--- src/rtl/mux4_scan_ctrl_if.sv ---
// Signal bundle between the mux scan sequencer and its surroundings:
// mux select/sense lines, control inputs and the word handshake.
interface mux4_scan_ctrl_if;
    logic       START;
    logic       CONT;
    logic       MUX_OUT;
    logic       READY;
    logic [1:0] SEL;
    logic [3:0] DATA;
    logic       VALID;
    logic       BUSY;
    logic       OVERRUN;

    modport master (
        input  START, CONT, MUX_OUT, READY,
        output SEL, DATA, VALID, BUSY, OVERRUN
    );

    modport slave (
        output START, CONT, MUX_OUT, READY,
        input  SEL, DATA, VALID, BUSY, OVERRUN
    );
endinterface

--- src/rtl/mux4_scan_ctrl.sv ---
// Steps a 4:1 mux through channels 0..3 with a programmable dwell,
// samples its output and hands 4-bit words downstream via valid/ready.
module mux4_scan_ctrl #(
    parameter int DWELL = 4
) (
    input logic             CLK,
    input logic             RST,
    mux4_scan_ctrl_if.master bus
);
    localparam int CW = (DWELL > 1) ? $clog2(DWELL) : 1;
    localparam logic [CW-1:0] LAST = CW'(DWELL - 1);

    localparam logic [0:0] IDLE = 1'b0;
    localparam logic [0:0] SCAN = 1'b1;

    logic [0:0]    state;
    logic [CW-1:0] cnt;
    logic [1:0]    sel;
    logic [2:0]    shadow;
    logic [3:0]    data;
    logic          valid;
    logic          overrun;

    logic          sample;
    logic          done;
    logic [3:0]    word;

    assign sample = (state == SCAN) && (cnt == LAST);
    assign done   = sample && (sel == 2'd3);
    assign word   = {bus.MUX_OUT, shadow};

    always_ff @(posedge CLK or posedge RST) begin
        if (RST) begin
            state   <= IDLE;
            cnt     <= '0;
            sel     <= 2'd0;
            shadow  <= 3'd0;
            data    <= 4'd0;
            valid   <= 1'b0;
            overrun <= 1'b0;
        end else begin
            overrun <= 1'b0;
            unique case (state)
                IDLE: begin
                    if (bus.START) begin
                        state <= SCAN;
                        cnt   <= '0;
                        sel   <= 2'd0;
                    end
                end
                SCAN: begin
                    if (!sample) begin
                        cnt <= cnt + 1'b1;
                    end else begin
                        cnt <= '0;
                        // sel wraps 3 -> 0, which is also the IDLE value
                        sel <= sel + 2'd1;
                        if (!done)
                            shadow[sel] <= bus.MUX_OUT;
                        if (done && !bus.CONT)
                            state <= IDLE;
                    end
                end
                default: state <= IDLE;
            endcase

            if (done) begin
                if (!valid || bus.READY) begin
                    data  <= word;
                    valid <= 1'b1;
                end else begin
                    overrun <= 1'b1;
                end
            end else if (valid && bus.READY) begin
                valid <= 1'b0;
            end
        end
    end

    assign bus.SEL     = sel;
    assign bus.DATA    = data;
    assign bus.VALID   = valid;
    assign bus.BUSY    = (state == SCAN);
    assign bus.OVERRUN = overrun;
endmodule

--- src/flat_wrapper.sv ---
// flat-port wrapper written by rule: the top's interface ports become plain ports
module mux4_scan_ctrl_flat 
#(
    parameter int DWELL = 4
)
  (CLK, RST, bus_START, bus_CONT, bus_MUX_OUT, bus_READY, bus_SEL, bus_DATA, bus_VALID, bus_BUSY, bus_OVERRUN);
  mux4_scan_ctrl_if bus_i ();
  input logic CLK;
  input logic RST;
  input wire logic [$bits(bus_i.START)-1:0] bus_START;
  input wire logic [$bits(bus_i.CONT)-1:0] bus_CONT;
  input wire logic [$bits(bus_i.MUX_OUT)-1:0] bus_MUX_OUT;
  input wire logic [$bits(bus_i.READY)-1:0] bus_READY;
  output wire logic [$bits(bus_i.SEL)-1:0] bus_SEL;
  output wire logic [$bits(bus_i.DATA)-1:0] bus_DATA;
  output wire logic [$bits(bus_i.VALID)-1:0] bus_VALID;
  output wire logic [$bits(bus_i.BUSY)-1:0] bus_BUSY;
  output wire logic [$bits(bus_i.OVERRUN)-1:0] bus_OVERRUN;
  assign bus_i.START = bus_START;
  assign bus_i.CONT = bus_CONT;
  assign bus_i.MUX_OUT = bus_MUX_OUT;
  assign bus_i.READY = bus_READY;
  assign bus_SEL = bus_i.SEL;
  assign bus_DATA = bus_i.DATA;
  assign bus_VALID = bus_i.VALID;
  assign bus_BUSY = bus_i.BUSY;
  assign bus_OVERRUN = bus_i.OVERRUN;
  mux4_scan_ctrl #(.DWELL(DWELL)) u_core (.CLK(CLK), .RST(RST), .bus(bus_i));
endmodule
--- config.mk ---
export PLATFORM = sky130hd
export DESIGN_NAME = mux4_scan_ctrl_flat
export DESIGN_NICKNAME = d
export VERILOG_FILES = /design/src/rtl/mux4_scan_ctrl_if.sv /design/src/rtl/mux4_scan_ctrl.sv /design/src/flat_wrapper.sv
export SDC_FILE = /design/constraint.sdc
export NUM_CORES = 1
export LEC_CHECK = 0
export ABC_AREA = 1
export BUFFER_PORTS_ARGS = -buffer_cell sky130_fd_sc_hd__buf_2
export CAP_MARGIN = 20
export CORE_UTILIZATION = 40
export CTS_CLUSTER_SIZE = 16
export DETAILED_ROUTE_END_ITERATION = 8
export GPL_ROUTABILITY_DRIVEN = 0
export HOLD_SLACK_MARGIN = 0.02
export SLEW_MARGIN = 40
export SYNTH_ARGS = -nofsm -noshare
export SYNTH_HDL_FRONTEND = slang
export SYNTH_SLANG_ARGS = --single-unit
--- constraint.sdc ---
create_clock -name CLK -period 1.8 [get_ports CLK]
set_input_delay 0.09 -clock CLK [delete_from_list [all_inputs] [get_ports CLK]]
set_output_delay 0.09 -clock CLK [all_outputs]
set_load 0.05 [all_outputs]
==> results of run 1 <==
==> cell type report <==
type / count / area (um2) / area share [%]
tap: 16 / 20.0 / 2.48
sequential: 14 / 350 / 43.3
clock buffer: 4 / 36.3 / 4.49
inverter: 8 / 30.0 / 3.72
multi-input combinational: 49 / 292 / 36.1
timing repair buffer: 15 / 80.1 / 9.91
==> synthesized netlist by cell type (all sizes together) <==
cell / n / area, um2
ha: 5 / 62.6
o21ai: 3 / 15.0
dfrtp: 14 / 350
inv: 8 / 30.0
nor2: 3 / 35.0
nand3: 11 / 55.1
nand2: 24 / 105
a21boi: 1 / 7.51
nor3: 1 / 5.00
or2: 1 / 6.26
==> per-layer routing <==
| metal | up-vias | track usage [%] | part of all wire (%) |
|---|---|---|---|
| li1 | 262 | - | - |
| met3 | 0 | 7.66 | 7.2 |
| met1 | 239 | 17.3 | 43 |
| met4 | 0 | 4.85 | 0 |
| met2 | 18 | 26.7 | 49 |
| met5 | - | 0 | 0 |
==> through the flow <==
stage	worst slack [ns]	hold WS, ns	util, %	total power [uW]
2_1_floorplan	0.275	-0.0208	-	1120
3_3_place_gp	0.577	0.151	49.4	1270
3_5_place_dp	0.527	0.157	49.4	1290
4_1_cts	0.509	0.0815	52.4	1520
5_1_grt	0.435	0.0769	52.4	1620
6_report	0.523	0.0826	52.4	1500
==> power breakdown <==
part | leakage (uW) | total [uW] | internal, uW | switching [uW]
combinational | 0.000269 | 723 | 194 | 529
sequential | 0.000170 | 546 | 449 | 97.1
clock | 0.0000210 | 229 | 123 | 106
==> what timing repair did <==
action                                 4_1_cts  5_1_grt
buffers inserted                             0        0
hold buffers                                 1        0
endpoints found under the hold margin       14        0
==> how the worst max path moves through the flow <==
| stage | endpoint | cells after the start | slack (ns) |
|---|---|---|---|
| global route | u_core.bus.DATA[2]$_DFFE_PP0P_ | 6 | 0.43 |
| CTS | u_core.bus.DATA[2]$_DFFE_PP0P_ | 6 | 0.51 |
| floorplan | u_core.bus.DATA[0]$_DFFE_PP0P_ | 6 | 0.28 |
| detailed placement | u_core.bus.DATA[2]$_DFFE_PP0P_ | 6 | 0.53 |
| global placement | u_core.bus.DATA[2]$_DFFE_PP0P_ | 6 | 0.58 |
| finish | u_core.bus.DATA[2]$_DFFE_PP0P_ | 6 | 0.52 |
==> state kept, by name, summed over array words and instances, names as in the netlist <==
signal,flops
u_core.shadow,3
u_core.bus.SEL,2
u_core.bus.OVERRUN,1
u_core.bus.BUSY,1
u_core.cnt,2
u_core.bus.VALID,1
u_core.bus.DATA,4
==> kinds of logic (layout without fill, tap and decap cells) <==
logic type	Yosys count	count (layout)	share of synthesized area, %
and+or+nand+nor	40	40	30.7
DFF	14	14	52.1
buffers and inverters	8	27	4.47
adders and majority gates	5	5	9.31
AOI/OAI and AO/OA	4	4	3.35
==> critical path: stages, from the launching register on <==
cell	delay, ns
sky130_fd_sc_hd__dfrtp_1	0.43
sky130_fd_sc_hd__ha_1	0.25
sky130_fd_sc_hd__inv_1	0.13
sky130_fd_sc_hd__nor2_8	0.17
sky130_fd_sc_hd__nand2_4	0.07
sky130_fd_sc_hd__nand2_1	0.06
sky130_fd_sc_hd__nand2_1	0.05
==> run summary, run 1 <==
RUN STATUS
---------------------------------------------------------------------------------
Status                                                               finished clean

RUN
---------------------------------------------------------------------------------
Max Cap Violations                                                              0

FINAL LAYOUT
---------------------------------------------------------------------------------
Number of nets at the end of the flow                                         102
Fraction of layout instances using a drive strength above 1                 24.4%
Final standard cell count with taps included and fillers excluded             106
Antenna cell count                                                              0
Fill cell instance count of the final layout                                  155
Most used cells in the layout excluding fill and tap cells           22 x sky130_fd_sc_hd__nand2_1, 14 x sky130_fd_sc_hd__buf_2, 14 x sky130_fd_sc_hd__dfrtp_1
Synthesis-to-layout area growth                                             20.3%
Most common cell after layout, fill and taps aside                   sky130_fd_sc_hd__nand2_1
Post-route design area                                                    808 um2

CTS
---------------------------------------------------------------------------------
Gates resized, CTS repair                                                       0
CTS HTree Levels                                                                1
Clock Pin Slew Worst Setup and Hold Paths                                 0.09 ns
Source-to-sink clock delay at the later pin of the worst-skew pair        0.28 ns
Root buffer cell                                                     sky130_fd_sc_hd__clkbuf_4
Clock buffers created by TritonCTS                                              3
Clock tree from TritonCTS                                                    done
Clock Sinks                                                                    14
Number of buffers on the longest clock path                                     2

PLACEMENT
---------------------------------------------------------------------------------
Total instance count after detailed placement                                 101
Placed Instance Area                                                      762 um2
Detail Placement HPWL                                                      881 um
Number of port buffers                                                         14

POWER
---------------------------------------------------------------------------------
Pleak                                                                 0.000460 uW
Power density normalized to cell area                                 1850 nW/um2
Peak VDD IR                                                            0.000990 V

WORST HOLD PATH
---------------------------------------------------------------------------------
Hold WC Path Type                                                    input pin to register
Start point of the worst min-delay path                               bus_MUX_OUT
Capture endpoint of the worst hold path                              u_core.shadow[1]$_DFFE_PP0P_
Worst hold path stage count                                                     3

DIE
---------------------------------------------------------------------------------
Total I/O pin count                                                            15
Initial core utilization                                                    43.6%
Placeable Area                                                           1540 um2
Area of the die                                                          1850 um2
Die extent in x                                                           43.0 um
Overall die height                                                        43.0 um
Number of core rows                                                            14

LOGIC SYNTHESIS
---------------------------------------------------------------------------------
Count of mapped cells out of synthesis                                         71
Sequential share of the synthesized area                                    52.1%
Synthesized flop and latch total                                               14
Unique masters post-synth                                                      13
Synthesized Nets                                                               82
Combined area of all synthesized cells                                    672 um2
Synth warn                                                                      0
Mean post-synth cell area                                                9.46 um2

DETAILED ROUTING
---------------------------------------------------------------------------------
Final WL                                                                  1160 um
Detail-routed via count per cell                                             4.90
Routed len/inst                                                           11.0 um
Drt first-iter violations                                                       9
Detailed-route via count                                                      519
Residual DRC                                                                    0
Count of antenna-violating nets left after detailed routing                     0
Iteration count of the initial detailed-routing pass                            4

TIMING
---------------------------------------------------------------------------------
Post-route setup TNS                                                         0 ns
Final count of hold timing violations                                           0
Slew margin rel.                                                            64.4%
Max Clock Skew                                                         0.00260 ns
Minimum period implied by the final worst setup slack                     1.28 ns
F_max                                                                     783 MHz
Tightest Pin Transition                                                  0.533 ns
Ratio of final minimum period to clock period                               70.9%
Setup repair after global routing missed its margin                         false
Number of pins with negative max-slew slack in the final report                 0
Setup violations, final                                                         0

SETUP PATH
---------------------------------------------------------------------------------
Kind of start point of the critical path                                 register
Required time of the critical path                                        1.97 ns
Worst endpoint data arrival time                                          1.45 ns
Terminus of the critical flop-to-flop path                           u_core.bus.DATA[2]$_DFFE_PP0P_
Endpoint class of the critical path                                      register
Path depth of the worst reg2reg path                                            6
Largest fanout on the critical path                                             6
R2r startpoint                                                       u_core.bus.SEL[0]$_DFFE_PP0P_
Setup slack of the most critical reg-to-reg path                          0.52 ns
Crit. Startpoint                                                     u_core.bus.SEL[0]$_DFFE_PP0P_
Critical path class                                                  register to register

GLOBAL ROUTE
---------------------------------------------------------------------------------
Global-route wire length before repair                                    2100 um
Overall fraction of global-route tracks in use                              15.7%
Global route overflow                                                           0
Number of antenna violations at the first check in global routing               0
Vias in the first global route                                                508
Maximum number of pins on one net before global-route repair                   15

Power figures use the tool's default switching activity.
==> inputs of run 2 (changes only) <==
==> constraint.sdc (replaced) <==
create_clock -name CLK -period 1.2 [get_ports CLK]
set_input_delay 0.06 -clock CLK [delete_from_list [all_inputs] [get_ports CLK]]
set_output_delay 0.06 -clock CLK [all_outputs]
set_load 0.05 [all_outputs]
==> run 2 against run 1 <==
Clock power rose by 49%. Core utilization is 1.4 points higher. Sequential share of layout area down 0.66 points. Final area is 2.6% higher. Via count fell by 0.58%. Largest cell class unchanged.
==> run summary, run 2 (synthesized netlist as in run 1, its figures left out) <==
SETUP PATH
----------------------------------------------------------------------------------
Terminus of the critical flop-to-flop path                            u_core.bus.DATA[0]$_DFFE_PP0P_   was u_core.bus.DATA[2]$_DFFE_PP0P_
Critical path class                                                   register to register   unchanged
Largest fanout on the critical path                                              7   was 6
Required time of the critical path                                         1.38 ns   was 1.97 ns
R2r startpoint                                                        u_core.cnt[0]$_DFFE_PP0P_   was u_core.bus.SEL[0]$_DFFE_PP0P_
Kind of start point of the critical path                                  register   unchanged
Path depth of the worst reg2reg path                                             6   unchanged
Setup slack of the most critical reg-to-reg path                           0.08 ns   was 0.52 ns
Endpoint class of the critical path                                       register   unchanged
Worst endpoint data arrival time                                           1.29 ns   was 1.45 ns

GLOBAL ROUTE
----------------------------------------------------------------------------------
Global-route wire length before repair                                     2010 um   was 2100 um
Vias in the first global route                                                 493   was 508
Global route overflow                                                            0   unchanged
Maximum number of pins on one net before global-route repair                    15   unchanged
Overall fraction of global-route tracks in use                               15.1%   was 15.7%
Number of antenna violations at the first check in global routing                0   unchanged

DIE
----------------------------------------------------------------------------------
Overall die height                                                         43.0 um   unchanged
Total I/O pin count                                                             15   unchanged
Initial core utilization                                                     43.6%   unchanged
Area of the die                                                           1850 um2   unchanged
Placeable Area                                                            1540 um2   unchanged
Number of core rows                                                             14   unchanged
Die extent in x                                                            43.0 um   unchanged

POWER
----------------------------------------------------------------------------------
Power density normalized to cell area                                  2770 nW/um2   was 1850 nW/um2
Portion of total power attributed to sequential cells                        36.4%   was 36.5%
Clock share of power                                                         14.8%   was 15.3%
Net Switching                                                              1120 uW   was 731 uW
Portion of total power attributed to combinational logic                     48.8%   was 48.3%
Peak VDD IR                                                              0.00133 V   was 0.000990 V
Final total power                                                          2300 uW   was 1500 uW
Pleak                                                                  0.000456 uW   was 0.000460 uW
Internal Pwr Total                                                         1180 uW   was 766 uW
Switch share                                                                 48.6%   was 48.8%

DETAILED ROUTING
----------------------------------------------------------------------------------
Count of antenna-violating nets left after detailed routing                      0   unchanged
Iteration count of the initial detailed-routing pass                             2   was 4
Detail-routed via count per cell                                              4.87   was 4.90
Residual DRC                                                                     0   unchanged
Drt first-iter violations                                                        2   was 9
Detailed-route via count                                                       516   was 519
Routed len/inst                                                            10.6 um   was 11.0 um
Final WL                                                                   1120 um   was 1160 um

CTS
----------------------------------------------------------------------------------
Postcts setup bufs                                                               0   unchanged
Number of buffers on the longest clock path                                      2   unchanged
Source-to-sink clock delay at the later pin of the worst-skew pair         0.28 ns   about the same
Root buffer cell                                                      sky130_fd_sc_hd__clkbuf_4   unchanged
CTS HTree Levels                                                                 1   unchanged
Clock tree from TritonCTS                                                     done   unchanged
Clock Sinks                                                                     14   unchanged
Clock Pin Slew Worst Setup and Hold Paths                                  0.09 ns   about the same
Clock buffers created by TritonCTS                                               3   unchanged

FINAL LAYOUT
----------------------------------------------------------------------------------
Most common cell after layout, fill and taps aside                    sky130_fd_sc_hd__nand2_1   unchanged
Synthesis-to-layout area growth                                              23.5%   was 20.3%
Most used cells in the layout excluding fill and tap cells            22 x sky130_fd_sc_hd__nand2_1, 14 x sky130_fd_sc_hd__buf_2, 11 x sky130_fd_sc_hd__nand3_1, 11 x sky130_fd_sc_hd__dfrtp_1, 7 x sky130_fd_sc_hd__inv_1   was 22 x sky130_fd_sc_hd__nand2_1, 14 x sky130_fd_sc_hd__buf_2, 14 x sky130_fd_sc_hd__dfrtp_1
Final standard cell count with taps included and fillers excluded              106   unchanged
Fraction of layout instances using a drive strength above 1                  31.1%   was 24.4%
Post-route design area                                                     830 um2   was 808 um2
Number of nets at the end of the flow                                          102   unchanged
Flip-flop count of the largest register, all copies and words added              4   unchanged
Antenna cell count                                                               0   unchanged

WORST HOLD PATH
----------------------------------------------------------------------------------
Hold WC Path Type                                                     input pin to register   unchanged
Start point of the worst min-delay path                                bus_MUX_OUT   unchanged
Capture endpoint of the worst hold path                               u_core.shadow[0]$_DFFE_PP0P_   was u_core.shadow[1]$_DFFE_PP0P_
Worst hold path stage count                                                      3   unchanged

PLACEMENT
----------------------------------------------------------------------------------
Number of port buffers                                                          14   unchanged
Placed Instance Area                                                       781 um2   was 762 um2
Total instance count after detailed placement                                  101   unchanged
Detail Placement HPWL                                                       842 um   was 881 um

TIMING
----------------------------------------------------------------------------------
Hold WS                                                                  0.0573 ns   was 0.0826 ns
F_max                                                                      894 MHz   was 783 MHz
Post-route setup TNS                                                          0 ns   unchanged
Tightest Pin Transition                                                   0.529 ns   was 0.533 ns
Final count of hold timing violations                                            0   unchanged
Minimum period implied by the final worst setup slack                      1.12 ns   was 1.28 ns
Ratio of final minimum period to clock period                                93.2%   was 70.9%
Number of pins with negative max-slew slack in the final report                  0   unchanged
Setup violations, final                                                          0   unchanged
Setup repair after global routing missed its margin                          false   unchanged
Max Clock Skew                                                          0.00184 ns   was 0.00260 ns
Slew margin rel.                                                             64.7%   was 64.4%

RUN
----------------------------------------------------------------------------------
Max Cap Violations                                                               0   unchanged

RUN STATUS
----------------------------------------------------------------------------------
Status                                                                finished clean   unchanged

-- run 2: cell counts in the layout (fill, tap and decap cells not counted) --
No cell type changed its count.
-- run 2: area by class of cell --
class / count / area [um2]
Sequential cell: 14 / 354
Fill cell: 143 / 712
Tap cell: 16 / 20.0
Inverter: 8 / 32.5
Clock buffer: 4 / 36.3
Multi-Input combinational cell: 49 / 307
Timing Repair Buffer: 15 / 80.1
-- run 2: worst max-delay path by stage --
stage / start / to / slack [ns] / depth (start not counted)
floorplan: u_core.bus.SEL[0]$_DFFE_PP0P_ / u_core.bus.DATA[0]$_DFFE_PP0P_ / 0.001 / 6
global placement: u_core.cnt[0]$_DFFE_PP0P_ / u_core.bus.DATA[0]$_DFFE_PP0P_ / 0.08 / 6
detailed placement: u_core.cnt[0]$_DFFE_PP0P_ / u_core.bus.DATA[0]$_DFFE_PP0P_ / 0.05 / 6
CTS: u_core.cnt[0]$_DFFE_PP0P_ / u_core.bus.DATA[0]$_DFFE_PP0P_ / 0.03 / 6
global route: u_core.cnt[0]$_DFFE_PP0P_ / u_core.shadow[1]$_DFFE_PP0P_ / 0.001 / 6
finish: u_core.cnt[0]$_DFFE_PP0P_ / u_core.bus.DATA[0]$_DFFE_PP0P_ / 0.08 / 6
-- run 2: timing repair --
item / in CTS / in global routing
resized for setup: 0 / 1
setup endpoints to repair: 0 / 6
endpoints found under the hold margin: 14 / 0
hold buffers: 1 / 0
-- run 2: power groups by stage --
stage | clock network, uW | registers, uW | logic (uW)
after global routing | 369 | 862 | 1250
after global placement | 0 | 851 | 1110
after floorplan | 0 | 1220 | 497
final | 342 | 838 | 1120
after detailed placement | 0 | 848 | 1130
after CTS | 361 | 840 | 1130
-- run 2: metrics by stage --
step	setup WS, ns	utilization, %
finish	0.0820	53.8
global route	0.00133	53.8
CTS	0.0277	53.7
detailed placement	0.0548	50.6
global placement	0.0804	50.6
floorplan	0.00123	-
-- run 2: critical path, cell delays in order (launching register included) --
cell	delay [ns]
sky130_fd_sc_hd__dfrtp_1	0.37
sky130_fd_sc_hd__ha_2	0.21
sky130_fd_sc_hd__nand2_4	0.10
sky130_fd_sc_hd__nor2_8	0.14
sky130_fd_sc_hd__nand2_4	0.07
sky130_fd_sc_hd__nand2_1	0.07
sky130_fd_sc_hd__nand2_1	0.05
-- run 2: layer usage --
| metal | global-route usage (%) | share of wire, % | routed length (um) | vias up |
|---|---|---|---|---|
| met1 | 17.4 | 43 | 487 | 235 |
| li1 | - | - | - | 267 |
| met5 | 0 | 0 | 0 | - |
| met4 | 5.45 | 1.5 | 17 | 0 |
| met2 | 23.9 | 49 | 551 | 12 |
| met3 | 7.66 | 6.0 | 67 | 2 |
==> inputs of run 3 (changes only) <==
--- a/config.mk
+++ b/config.mk
@@ -8,11 +8,12 @@
 export ABC_AREA = 1
 export BUFFER_PORTS_ARGS = -buffer_cell sky130_fd_sc_hd__buf_2
 export CAP_MARGIN = 20
-export CORE_UTILIZATION = 40
+export CORE_UTILIZATION = 50
 export CTS_CLUSTER_SIZE = 16
 export DETAILED_ROUTE_END_ITERATION = 8
 export GPL_ROUTABILITY_DRIVEN = 0
 export HOLD_SLACK_MARGIN = 0.02
+export PLACE_DENSITY = 0.75
 export SLEW_MARGIN = 40
 export SYNTH_ARGS = -nofsm -noshare
 export SYNTH_HDL_FRONTEND = slang
==> run 3 against run 2 <==
Final area increased by 4.1%. Combinational power is 14% higher. Worst setup slack lost 0.062 ns. Sequential power increased by 3.3%. Critical path depth is the same. Sequential share of layout area fell by 1.7 points. Register-to-register slack lost 0.06 ns. Clock power hardly changed. Global-route usage grew 5.2 points. Die area down 19%. Fmax shrank 5.3%. Highest routed layer unchanged. Clock skew shrank 0.0012 ns. Critical endpoint is now u_core.shadow[1]$_DFFE_PP0P_.
==> run summary, run 3 (synthesized netlist as in run 1, its figures left out) <==
FINAL LAYOUT
----------------------------------------------------------------------------------
Sequential Area                                                            354 um2   unchanged
Fraction of layout instances using a drive strength above 1                  33.7%   was 31.1%
Flip-flop count of the largest register, all copies and words added              4   unchanged
Most used cells in the layout excluding fill and tap cells            21 x sky130_fd_sc_hd__nand2_1, 14 x sky130_fd_sc_hd__buf_2, 11 x sky130_fd_sc_hd__nand3_1, 11 x sky130_fd_sc_hd__dfrtp_1, 7 x sky130_fd_sc_hd__inv_1   was 22 x sky130_fd_sc_hd__nand2_1, 14 x sky130_fd_sc_hd__buf_2, 11 x sky130_fd_sc_hd__nand3_1, 11 x sky130_fd_sc_hd__dfrtp_1, 7 x sky130_fd_sc_hd__inv_1
Most common cell after layout, fill and taps aside                    sky130_fd_sc_hd__nand2_1   unchanged
Synthesis-to-layout area growth                                              28.5%   was 23.5%
Multi-input logic area                                                     328 um2   was 307 um2
Antenna cell count                                                               0   unchanged
Number of nets at the end of the flow                                          104   was 102
Fill cell instance count of the final layout                                    89   was 143
Utilization after layout                                                     73.7%   was 53.8%

DIE
----------------------------------------------------------------------------------
Area of the die                                                           1490 um2   was 1850 um2
Initial core utilization                                                     57.4%   was 43.6%
Placeable Area                                                            1170 um2   was 1540 um2
Overall die height                                                         38.7 um   was 43.0 um
Die extent in x                                                            38.7 um   was 43.0 um
Total I/O pin count                                                             15   unchanged
Number of core rows                                                             12   was 14

SETUP PATH
----------------------------------------------------------------------------------
Crit path largest cell delay                                               0.42 ns   was 0.37 ns
Worst endpoint data arrival time                                           1.36 ns   was 1.29 ns
Setup slack of the most critical reg-to-reg path                           0.02 ns   was 0.08 ns
Required time of the critical path                                         1.38 ns   about the same
Critical path's most frequent cell                                    sky130_fd_sc_hd__nand2_1
Kind of start point of the critical path                                  register   unchanged
Cell family with the largest share of critical-path delay             simple AND/OR/NAND/NOR gates   unchanged
CP bufs+invs                                                                     0   unchanged
CP max stage cell                                                     sky130_fd_sc_hd__dfrtp_1   unchanged
Largest fanout on the critical path                                              7   unchanged
Critical path class                                                   register to register   unchanged
Sequence of cells on the critical path                                ha_4 > nand2_8 > nor2_4 > nand2_2 > nand2_1 > nand2_1   was ha_2 > nand2_4 > nor2_8 > nand2_4 > nand2_1 > nand2_1
Endpoint class of the critical path                                       register   unchanged

GLOBAL ROUTE
----------------------------------------------------------------------------------
Number of antenna violations at the first check in global routing                0   unchanged
Global route overflow                                                            0   unchanged
Overall fraction of global-route tracks in use                               20.3%   was 15.1%
Global-route wire length before repair                                     2010 um   unchanged
Vias in the first global route                                                 514   was 493
Maximum number of pins on one net before global-route repair                    15   unchanged

DETAILED ROUTING
----------------------------------------------------------------------------------
Final WL                                                                   1440 um   was 1120 um
Detail-routed via count per cell                                              5.40   was 4.87
Drt first-iter violations                                                       15   was 2
Routed len/inst                                                            13.6 um   was 10.6 um
Count of antenna-violating nets left after detailed routing                      0   unchanged
Iteration count of the initial detailed-routing pass                             4   was 2
Residual DRC                                                                     0   unchanged
Detailed-route via count                                                       572   was 516

TIMING
----------------------------------------------------------------------------------
Minimum period implied by the final worst setup slack                      1.18 ns   was 1.12 ns
Post-route setup TNS                                                          0 ns   unchanged
Tightest Pin Transition                                                   0.544 ns   was 0.529 ns
Setup violations, final                                                          0   unchanged
Ratio of final minimum period to clock period                                98.4%   was 93.2%
Slew margin rel.                                                             63.7%   was 64.7%
Max Clock Skew                                                         0.000629 ns   was 0.00184 ns
F_max                                                                      847 MHz   was 894 MHz
Number of pins with negative max-slew slack in the final report                  0   unchanged
Hold WS                                                                  0.0565 ns   was 0.0573 ns
Final count of hold timing violations                                            0   unchanged

CTS
----------------------------------------------------------------------------------
Clock Sinks                                                                     14   unchanged
Clock buffers created by TritonCTS                                               3   unchanged
Clock tree from TritonCTS                                                     done   unchanged
Root buffer cell                                                      sky130_fd_sc_hd__clkbuf_4   unchanged
CTS HTree Levels                                                                 1   unchanged
Clock Pin Slew Worst Setup and Hold Paths                                  0.09 ns   about the same
Source-to-sink clock delay at the later pin of the worst-skew pair         0.28 ns   about the same
Number of buffers on the longest clock path                                      2   unchanged

RUN STATUS
----------------------------------------------------------------------------------
Status                                                                finished clean   unchanged

POWER
----------------------------------------------------------------------------------
Peak VDD IR                                                              0.00172 V   was 0.00133 V
Power density normalized to cell area                                  2880 nW/um2   was 2770 nW/um2
Pleak                                                                  0.000469 uW   was 0.000456 uW

WORST HOLD PATH
----------------------------------------------------------------------------------
Hold WC Path Type                                                     input pin to register   unchanged

PLACEMENT
----------------------------------------------------------------------------------
Detail Placement HPWL                                                       885 um   was 842 um
Number of port buffers                                                          14   unchanged

RUN
----------------------------------------------------------------------------------
Max Cap Violations                                                               0   unchanged

run 3: changes by cell type in the layout (fill, tap and decap cells not counted):
cell,before,now
sky130_fd_sc_hd__buf_4,0,2
sky130_fd_sc_hd__nand2_2,0,1
sky130_fd_sc_hd__ha_4,1,2
sky130_fd_sc_hd__ha_2,1,0
sky130_fd_sc_hd__nand2_8,0,1
sky130_fd_sc_hd__nand2_4,2,1
sky130_fd_sc_hd__nand2_1,22,21
run 3: where the power goes:
group | leakage (uW) | internal [uW] | switching, uW
clock | 0.0000210 | 185 | 160
combinational | 0.000281 | 403 | 875
sequential | 0.000167 | 681 | 185
run 3: area by class of cell:
class	count	area share, %
Tap cell	14	2.03
Inverter	8	3.77
Clock buffer	4	4.20
Timing Repair Buffer	17	11.0
Sequential cell	14	41.0
Multi-Input combinational cell	49	38.0
run 3: layer usage:
layer	global-route usage [%]	routed length, um
met1	23.5	569
met2	36.7	768
met3	3.47	63
met4	7.76	40
met5	0	0
run 3: repair_timing:
item / in CTS / in global routing
setup endpoints to repair: 0 / 7
hold buffers: 1 / 0
hold endpoints to repair: 14 / 0
setup buffers: 0 / 2
gates resized for setup: 0 / 4
run 3: worst register-to-register path: stages, from the launching register on:
cell	delay, ns
sky130_fd_sc_hd__dfrtp_1	0.42
sky130_fd_sc_hd__ha_4	0.19
sky130_fd_sc_hd__nand2_8	0.08
sky130_fd_sc_hd__nor2_4	0.18
sky130_fd_sc_hd__nand2_2	0.07
sky130_fd_sc_hd__nand2_1	0.07
sky130_fd_sc_hd__nand2_1	0.06
run 3: worst paths after layout:
kind | startpoint | endpoint | cells after the start
worst max register to register | u_core.cnt[1]$_DFFE_PP0P_ | u_core.shadow[1]$_DFFE_PP0P_ | 6
worst max-delay path | u_core.cnt[1]$_DFFE_PP0P_ | u_core.shadow[1]$_DFFE_PP0P_ | 6
worst min-delay path | bus_MUX_OUT | u_core.bus.DATA[3]$_DFFE_PP0P_ | 3
worst min register to register | u_core.bus.DATA[3]$_DFFE_PP0P_ | u_core.bus.DATA[3]$_DFFE_PP0P_ | 2
max in group asynchronous | RST | u_core.bus.SEL[0]$_DFFE_PP0P_ | 3
min in group asynchronous | RST | u_core.cnt[0]$_DFFE_PP0P_ | 3
run 3: stage by stage:
| stage | power [uW] | instances | area (um2) | setup slack [ns] |
|---|---|---|---|---|
| 3_3_place_gp | 1950 | 99 | 778 | 0.0855 |
| 2_1_floorplan | 1720 | 71 | 691 | 0.00123 |
| 5_1_grt | 2630 | 106 | 863 | -0.0319 |
| 4_1_cts | 2310 | 104 | 825 | 0.0335 |
| 3_5_place_dp | 1980 | 99 | 778 | 0.0588 |
| 6_report | 2490 | 106 | 863 | 0.0195 |
